<file path="src/rtl/alu_ctrl_pkg.sv">
// Shared codes for the ALU issue controller: unit/sub-op encodings, FSM states, flag positions.
// Also holds the request-legality and flag-packing helpers used by the top.
package alu_ctrl_pkg;

  localparam logic [1:0] UNIT_ADD   = 2'd0;
  localparam logic [1:0] UNIT_SHIFT = 2'd1;
  localparam logic [1:0] UNIT_LOGIC = 2'd2;
  localparam logic [1:0] UNIT_MUL   = 2'd3;

  localparam logic [3:0] SUB_ADD  = 4'd0;
  localparam logic [3:0] SUB_ADD1 = 4'd1;
  localparam logic [3:0] SUB_SUB  = 4'd2;
  localparam logic [3:0] SUB_SUB1 = 4'd3;
  localparam logic [3:0] SUB_SHL  = 4'd0;
  localparam logic [3:0] SUB_SHR  = 4'd1;
  localparam logic [3:0] SUB_SAR  = 4'd2;
  localparam logic [3:0] SUB_SAL  = 4'd3;
  localparam logic [3:0] SUB_AND  = 4'd0;
  localparam logic [3:0] SUB_OR   = 4'd1;
  localparam logic [3:0] SUB_XOR  = 4'd2;
  localparam logic [3:0] SUB_NOR  = 4'd3;

  localparam int FLG_N = 3;
  localparam int FLG_Z = 2;
  localparam int FLG_V = 1;
  localparam int FLG_C = 0;

  localparam int         MUL_STEPS = 32;
  localparam logic [4:0] MUL_LAST  = 5'(MUL_STEPS - 1);

  typedef enum logic [1:0] {
    ST_IDLE,
    ST_EXEC,
    ST_MUL,
    ST_RESP
  } state_t;

  function automatic logic is_illegal(input logic [1:0] unit, input logic [3:0] sub,
                                      input logic [31:0] b);
    is_illegal = 1'b0;
    if (unit != UNIT_MUL && sub > 4'd3) is_illegal = 1'b1;
    if (unit == UNIT_SHIFT && b > 32'd31) is_illegal = 1'b1;
  endfunction

  function automatic logic [3:0] pack_flags(input logic n, input logic z, input logic v,
                                            input logic c);
    pack_flags        = 4'd0;
    pack_flags[FLG_N] = n;
    pack_flags[FLG_Z] = z;
    pack_flags[FLG_V] = v;
    pack_flags[FLG_C] = c;
  endfunction

endpackage

</file>
<file path="src/rtl/alu_issue_ctrl_rr_arb2.sv">
// Two-way round-robin arbiter; grant is combinational from req, priority flips on each advance.
// The requester not granted last wins the next contention; RR_FIRST wins the first one.
module rr_arb2 #(
  parameter bit RR_FIRST = 1'b0
) (
  input  logic       clk,
  input  logic       rst_n,
  input  logic [1:0] req,
  input  logic       advance,
  output logic [1:0] gnt
);

  logic prio_q;

  always_comb begin
    gnt = req;
    if (req == 2'b11) gnt = prio_q ? 2'b10 : 2'b01;
  end

  always_ff @(posedge clk or negedge rst_n) begin
    if (!rst_n) prio_q <= RR_FIRST;
    else if (advance) prio_q <= ~gnt[1];
  end

endmodule

</file>
<file path="src/rtl/alu_issue_ctrl.sv">
// Shares one combinational ALU between two requesters; multiply runs as a 32-step shift-add on the adder.
// Latency: 2 cycles for ALU ops, 33 for multiply, 1 for illegal; responses hold until rsp_ready.
module alu_issue_ctrl
  import alu_ctrl_pkg::*;
#(
  parameter int DATA_W   = 32,
  parameter bit RR_FIRST = 1'b0
) (
  input  logic              clk,
  input  logic              rst_n,
  input  logic              r0_valid,
  output logic              r0_ready,
  input  logic [1:0]        r0_unit,
  input  logic [3:0]        r0_sub,
  input  logic [DATA_W-1:0] r0_a,
  input  logic [DATA_W-1:0] r0_b,
  input  logic              r1_valid,
  output logic              r1_ready,
  input  logic [1:0]        r1_unit,
  input  logic [3:0]        r1_sub,
  input  logic [DATA_W-1:0] r1_a,
  input  logic [DATA_W-1:0] r1_b,
  output logic [3:0]        alu_op,
  output logic [3:0]        alu_op1,
  output logic [DATA_W-1:0] alu_in0,
  output logic [DATA_W-1:0] alu_in1,
  input  logic [DATA_W-1:0] alu_out,
  input  logic              alu_carry,
  input  logic              alu_ovf,
  input  logic              alu_zero,
  input  logic              alu_n,
  output logic              rsp_valid,
  input  logic              rsp_ready,
  output logic              rsp_id,
  output logic [DATA_W-1:0] rsp_lo,
  output logic [DATA_W-1:0] rsp_hi,
  output logic [3:0]        rsp_flags,
  output logic              rsp_err
);

  state_t            state_q, state_d;
  logic [1:0]        gnt;
  logic              acc, sel, req_bad;
  logic [1:0]        req_unit;
  logic [3:0]        req_sub;
  logic [DATA_W-1:0] req_a, req_b;

  logic              id_q;
  logic [1:0]        unit_q;
  logic [3:0]        sub_q;
  logic [DATA_W-1:0] a_q;
  // lo_q is operand B for single-cycle ops and the multiplier/low product word during MUL
  logic [DATA_W-1:0] lo_q;
  logic [DATA_W-1:0] hi_q;
  logic [4:0]        cnt_q;

  logic [DATA_W:0]   msum;
  logic [DATA_W-1:0] mhi, mlo;
  logic              shr_zero;

  rr_arb2 #(.RR_FIRST(RR_FIRST)) u_arb (
    .clk     (clk),
    .rst_n   (rst_n),
    .req     ({r1_valid, r0_valid}),
    .advance (acc),
    .gnt     (gnt)
  );

  assign sel      = gnt[1];
  assign acc      = (state_q == ST_IDLE) && (gnt != 2'b00);
  assign req_unit = sel ? r1_unit : r0_unit;
  assign req_sub  = sel ? r1_sub  : r0_sub;
  assign req_a    = sel ? r1_a    : r0_a;
  assign req_b    = sel ? r1_b    : r0_b;
  assign req_bad  = is_illegal(req_unit, req_sub, req_b);

  assign msum     = {alu_carry, alu_out};
  assign mhi      = msum[DATA_W:1];
  assign mlo      = {msum[0], lo_q[DATA_W-1:1]};
  // Right shift by zero would make the ALU report carry from bit -1
  assign shr_zero = (unit_q == UNIT_SHIFT) && (sub_q == SUB_SHR || sub_q == SUB_SAR) &&
                    (lo_q == '0);

  assign rsp_valid = (state_q == ST_RESP);

  always_ff @(posedge clk or negedge rst_n) begin
    if (!rst_n) state_q <= ST_IDLE;
    else state_q <= state_d;
  end

  always_comb begin
    state_d  = state_q;
    r0_ready = 1'b0;
    r1_ready = 1'b0;
    alu_op   = 4'd0;
    alu_op1  = 4'd0;
    alu_in0  = '0;
    alu_in1  = '0;
    case (state_q)
      ST_IDLE: begin
        r0_ready = gnt[0];
        r1_ready = gnt[1];
        if (acc) begin
          if (req_unit == UNIT_MUL) state_d = ST_MUL;
          else if (req_bad) state_d = ST_RESP;
          else state_d = ST_EXEC;
        end
      end
      ST_EXEC: begin
        alu_op  = {2'b00, unit_q};
        alu_op1 = sub_q;
        alu_in0 = a_q;
        alu_in1 = lo_q;
        state_d = ST_RESP;
      end
      ST_MUL: begin
        alu_in0 = hi_q;
        alu_in1 = lo_q[0] ? a_q : '0;
        if (cnt_q == MUL_LAST) state_d = ST_RESP;
      end
      ST_RESP: begin
        if (rsp_ready) state_d = ST_IDLE;
      end
      default: state_d = ST_IDLE;
    endcase
  end

  always_ff @(posedge clk or negedge rst_n) begin
    if (!rst_n) begin
      id_q      <= 1'b0;
      unit_q    <= 2'd0;
      sub_q     <= 4'd0;
      a_q       <= '0;
      lo_q      <= '0;
      hi_q      <= '0;
      cnt_q     <= 5'd0;
      rsp_id    <= 1'b0;
      rsp_lo    <= '0;
      rsp_hi    <= '0;
      rsp_flags <= 4'd0;
      rsp_err   <= 1'b0;
    end else begin
      case (state_q)
        ST_IDLE: begin
          if (acc) begin
            id_q   <= sel;
            unit_q <= req_unit;
            sub_q  <= req_sub;
            a_q    <= req_a;
            lo_q   <= req_b;
            hi_q   <= '0;
            cnt_q  <= 5'd0;
            if (req_bad && req_unit != UNIT_MUL) begin
              rsp_id    <= sel;
              rsp_lo    <= '0;
              rsp_hi    <= '0;
              rsp_flags <= 4'd0;
              rsp_err   <= 1'b1;
            end
          end
        end
        ST_EXEC: begin
          rsp_id  <= id_q;
          rsp_hi  <= '0;
          rsp_err <= 1'b0;
          if (shr_zero) begin
            rsp_lo    <= a_q;
            rsp_flags <= pack_flags(alu_n, alu_zero, alu_ovf, 1'b0);
          end else begin
            rsp_lo    <= alu_out;
            rsp_flags <= pack_flags(alu_n, alu_zero, alu_ovf, alu_carry);
          end
        end
        ST_MUL: begin
          hi_q  <= mhi;
          lo_q  <= mlo;
          cnt_q <= cnt_q + 5'd1;
          if (cnt_q == MUL_LAST) begin
            rsp_id    <= id_q;
            rsp_hi    <= mhi;
            rsp_lo    <= mlo;
            rsp_err   <= 1'b0;
            rsp_flags <= pack_flags(mhi[DATA_W-1], ({mhi, mlo} == '0), (mhi != '0), 1'b0);
          end
        end
        default: ;
      endcase
    end
  end

endmodule

</file>
<file path="config.mk">
export PLATFORM = sky130hd
export DESIGN_NAME = alu_issue_ctrl
export DESIGN_NICKNAME = d
export VERILOG_FILES = /design/src/rtl/alu_ctrl_pkg.sv /design/src/rtl/alu_issue_ctrl_rr_arb2.sv /design/src/rtl/alu_issue_ctrl.sv
export SDC_FILE = /design/constraint.sdc
export NUM_CORES = 1
export LEC_CHECK = 0
export CAP_MARGIN = 40
export CORE_MARGIN = 3
export CORE_UTILIZATION = 47
export DETAILED_ROUTE_END_ITERATION = 12
export PLACE_DENSITY_LB_ADDON = 0.1
export RECOVER_POWER = 100
export SETUP_SLACK_MARGIN = 0.2
export SLEW_MARGIN = 20
export SYNTH_ARGS = -nofsm -noshare
export SYNTH_HDL_FRONTEND = slang
export SYNTH_SLANG_ARGS = --single-unit
</file>
<file path="constraint.sdc">
create_clock -name clk -period 3.5 [get_ports clk]
set_clock_uncertainty 0.1 [all_clocks]
set_input_delay 1.05 -clock clk [delete_from_list [all_inputs] [get_ports clk]]
set_output_delay 1.05 -clock clk [all_outputs]
set_load 0.01 [all_outputs]
</file>
==> impl_metrics.env <==
export IMPL_power_density_nw_per_um2=848
export IMPL_yosys_top_cells_area="dfrtp_1 (45%), mux2i_1 (10%), a22o_1 (8.5%)"
export IMPL_dieArea_um2=23200
export IMPL_grt_pass1_wl_um=56800
export IMPL_finalCritPeriodShare=0.962
export IMPL_fin_ws_ns=0.132
export IMPL_fp_dieW_um=152
export IMPL_worstPathArrival_ns=2.22
export IMPL_fin_area_um2=14700
export IMPL_required_ns=2.35
export IMPL_placed_area_um2=14100
export IMPL_grt_antenna_before_repair=1
export IMPL_setup_viol=0
export IMPL_cts_sinks=181
export IMPL_layout_drive_gt1_share=0.188
export IMPL_vias_per_cell=5.94
export IMPL_nNetsFinal=1555
export IMPL_p_leak_nw=6.76
export IMPL_outcome="finished with violations"
export IMPL_remaining_drc_errors=0
export IMPL_dpl_hpwl_um=26200
export IMPL_cts_root_buf="clkbuf_16"
export IMPL_crit_fanout=6
export IMPL_finalNonFillerCells=1651
export IMPL_hold_viol=0
export IMPL_synth_seq_cells=181
export IMPL_cap_violations=1
export IMPL_avgSynthCellArea_um2=10.2
export IMPL_clk_pin_slew_ns=0.07
export IMPL_row_count=52
export IMPL_cts_buffers=17
export IMPL_grt_pass1_vias=9788
export IMPL_slew_viol_final=71
export IMPL_synth_common_cells="dfrtp_1 (181), nand2_1 (145), mux2i_1 (103), a22o_1 (98), o21ai_0 (75)"
export IMPL_syn_area_um2=10000
export IMPL_peakVddDrop_uv=539
export IMPL_maxSlewHeadroom=-0.278
export IMPL_fmax_mhz=297
export IMPL_worstMarginPinSlew_ns=1.92
export IMPL_period_needed_ns=3.37
export IMPL_synth_top_area_share=0.451
export IMPL_drt_first_pass_iters=6
export IMPL_synthArstFlopShare=1.00
export IMPL_htreeDepth=4
export IMPL_placed_cells=1584
export IMPL_min_path_type="reg2reg"
export IMPL_final_setup_tns_ns=0
export IMPL_ys_seq_area_frac=0.451
export IMPL_synth_cells=989
export IMPL_yosysMostFrequentCell="dfrtp_1"
export IMPL_cts_root_to_sink_buffers=2
export IMPL_critPathCaptureType="output port"
export IMPL_vias=9810
export IMPL_synth_warnings=0
export IMPL_place_congestion=0.894
export IMPL_synth_top_cell_by_area="dfrtp_1"
export IMPL_grt_max_degree=77
export IMPL_grt_overflow=0
export IMPL_area_growth_pct=46.8
export IMPL_synth_flop_cell="dfrtp_1"
export IMPL_clkLatencyLatePin_ns=0.43
export IMPL_initial_utilization=0.487
export IMPL_violations="max-capacitance violations, max-slew violations"
export IMPL_coreArea_um2=20600
export IMPL_pre_cts_slack_ns=-0.334
export IMPL_routedWlPerCell_um=22.4
export IMPL_startpoint_type="flop"
export IMPL_drtAntennaViolNets=0
export IMPL_ys_types=46
export IMPL_criticalPathCategory="reg2out"
export IMPL_grt_util_all_layers=0.308
export IMPL_rsz0062_at_grt="yes"
export IMPL_drt_iter0_drc=646
export IMPL_cts_tree="yes"
export IMPL_synth_edf_count=0
export IMPL_io_buffers=323
export IMPL_die_h_um=152
export IMPL_wl_um=36900
export IMPL_pin_count=326
-- final timing paths --
| path | startpoint | endpoint | slack [ns] | depth (start not counted) |
|---|---|---|---|---|
| worst min register to register | rsp_flags[1]$_DFFE_PN0P_ | rsp_flags[1]$_DFFE_PN0P_ | 0.39 | 1 |
| worst max-delay path | state_q[1]$_DFFE_PN0P_ | alu_in1[15] | 0.13 | 8 |
| worst min-delay path | rsp_flags[1]$_DFFE_PN0P_ | rsp_flags[1]$_DFFE_PN0P_ | 0.39 | 1 |
| worst max register to register | state_q[0]$_DFFE_PN0P_ | cnt_q[3]$_DFFE_PN0P_ | 0.33 | 8 |
| max in group asynchronous | rst_n | hi_q[30]$_DFFE_PN0P_ | 0.64 | 2 |
| min in group asynchronous | rst_n | rsp_hi[25]$_DFFE_PN0P_ | 1.01 | 1 |
-- where the power goes --
| group | total, mW | switching, mW | leakage (nW) | internal, mW |
|---|---|---|---|---|
| Clock | 1.90 | 0.938 | 0.281 | 0.966 |
| Combinational | 6.87 | 3.46 | 4.16 | 3.40 |
| Sequential | 3.74 | 0.788 | 2.32 | 2.95 |
-- layout make-up --
type | instances | area [µm²]
clock buffer | 18 | 439
sequential | 181 | 4530
multi-input combinational | 689 | 5120
inverter | 39 | 149
tap | 270 | 338
clock inverter | 14 | 128
fill | 1601 | 5880
timing repair buffer | 439 | 4050
antenna | 1 | 2.50
-- cell usage in the layout, fill, tap and decap left out, types with 3 or more instances in the layout --
cell / n
mux2i_1: 103
nor4_1: 25
inv_6: 7
and2_1: 8
dlygate4sd2_1: 6
nor4_4: 3
buf_2: 13
mux2_2: 50
a22oi_1: 24
nand2_1: 143
nor2_1: 5
inv_1: 35
clkbuf_16: 19
nand3_1: 34
clkbuf_2: 13
inv_2: 3
dlygate4sd3_1: 77
a22oi_2: 19
inv_8: 4
o21ai_0: 75
a22o_1: 98
nor4_2: 3
buf_6: 8
dfrtp_1: 181
buf_4: 78
a21oi_1: 8
mux2_1: 10
clkbuf_1: 41
clkdlybuf4s50_1: 179
ha_1: 4
buf_12: 13
o211ai_1: 36
or3_1: 3
-- flip-flops by register name (all words and copies together), names as in the netlist --
register / count
rsp_err: 1
rsp_flags: 4
rsp_lo: 32
lo_q: 32
id_q: 1
rsp_id: 1
sub_q: 4
u_arb.prio_q: 1
hi_q: 32
cnt_q: 5
state_q: 2
a_q: 32
rsp_hi: 32
unit_q: 2
-- layer usage --
metal	vias to the layer above	part of all wire	wire length, µm	GRT usage
li1	4395	-	-	-
met1	4780	0.40	14900	0.402
met2	557	0.48	17800	0.500
met3	78	0.080	2960	0.0690
met4	0	0.032	1200	0.124
met5	-	0	0	0
-- timing repair --
action	4_1_cts	5_1_grt
gates resized for setup	180	67
setup buffers	17	12
setup endpoints to repair	124	126
hold buffers	0	0
gates cloned	3	2
pin swaps	3	19
-- worst max-delay path: stages, from the launching register on --
cell,delay (ns)
dfrtp_1,0.39
inv_1,0.18
ha_4,0.26
and2_4,0.19
buf_6,0.13
buf_6,0.13
clkbuf_16,0.15
a22o_1,0.22
buf_6,0.13
-- logic make-up (layout without fill, tap and decap cells) --
group                    count (synthesis)  in the layout  share of synthesized area
AND/OR/NAND/NOR                        243            244                      0.111
other                                    1              3                   0.000373
AO/OA/AOI/OAI                          272            272                      0.204
XOR/XNOR                                 1              1                   0.000872
flip-flops                             181            181                      0.451
multiplexers                           163            163                      0.170
buffers and inverters                  121            510                     0.0546
adder cells (fa/ha/maj)                  7              7                    0.00872
-- stage by stage --
| step | power [mW] | hold WS [ns] | utilization |
|---|---|---|---|
| after floorplan | 7.39 | 0.355 | - |
| after global placement | 10.1 | 0.374 | 0.682 |
| after detailed placement | 10.3 | 0.384 | 0.683 |
| after CTS | 12.5 | 0.400 | 0.719 |
| after global routing | 13.2 | 0.408 | 0.715 |
| final | 12.5 | 0.389 | 0.715 |
(Power assumes the default switching activity.)
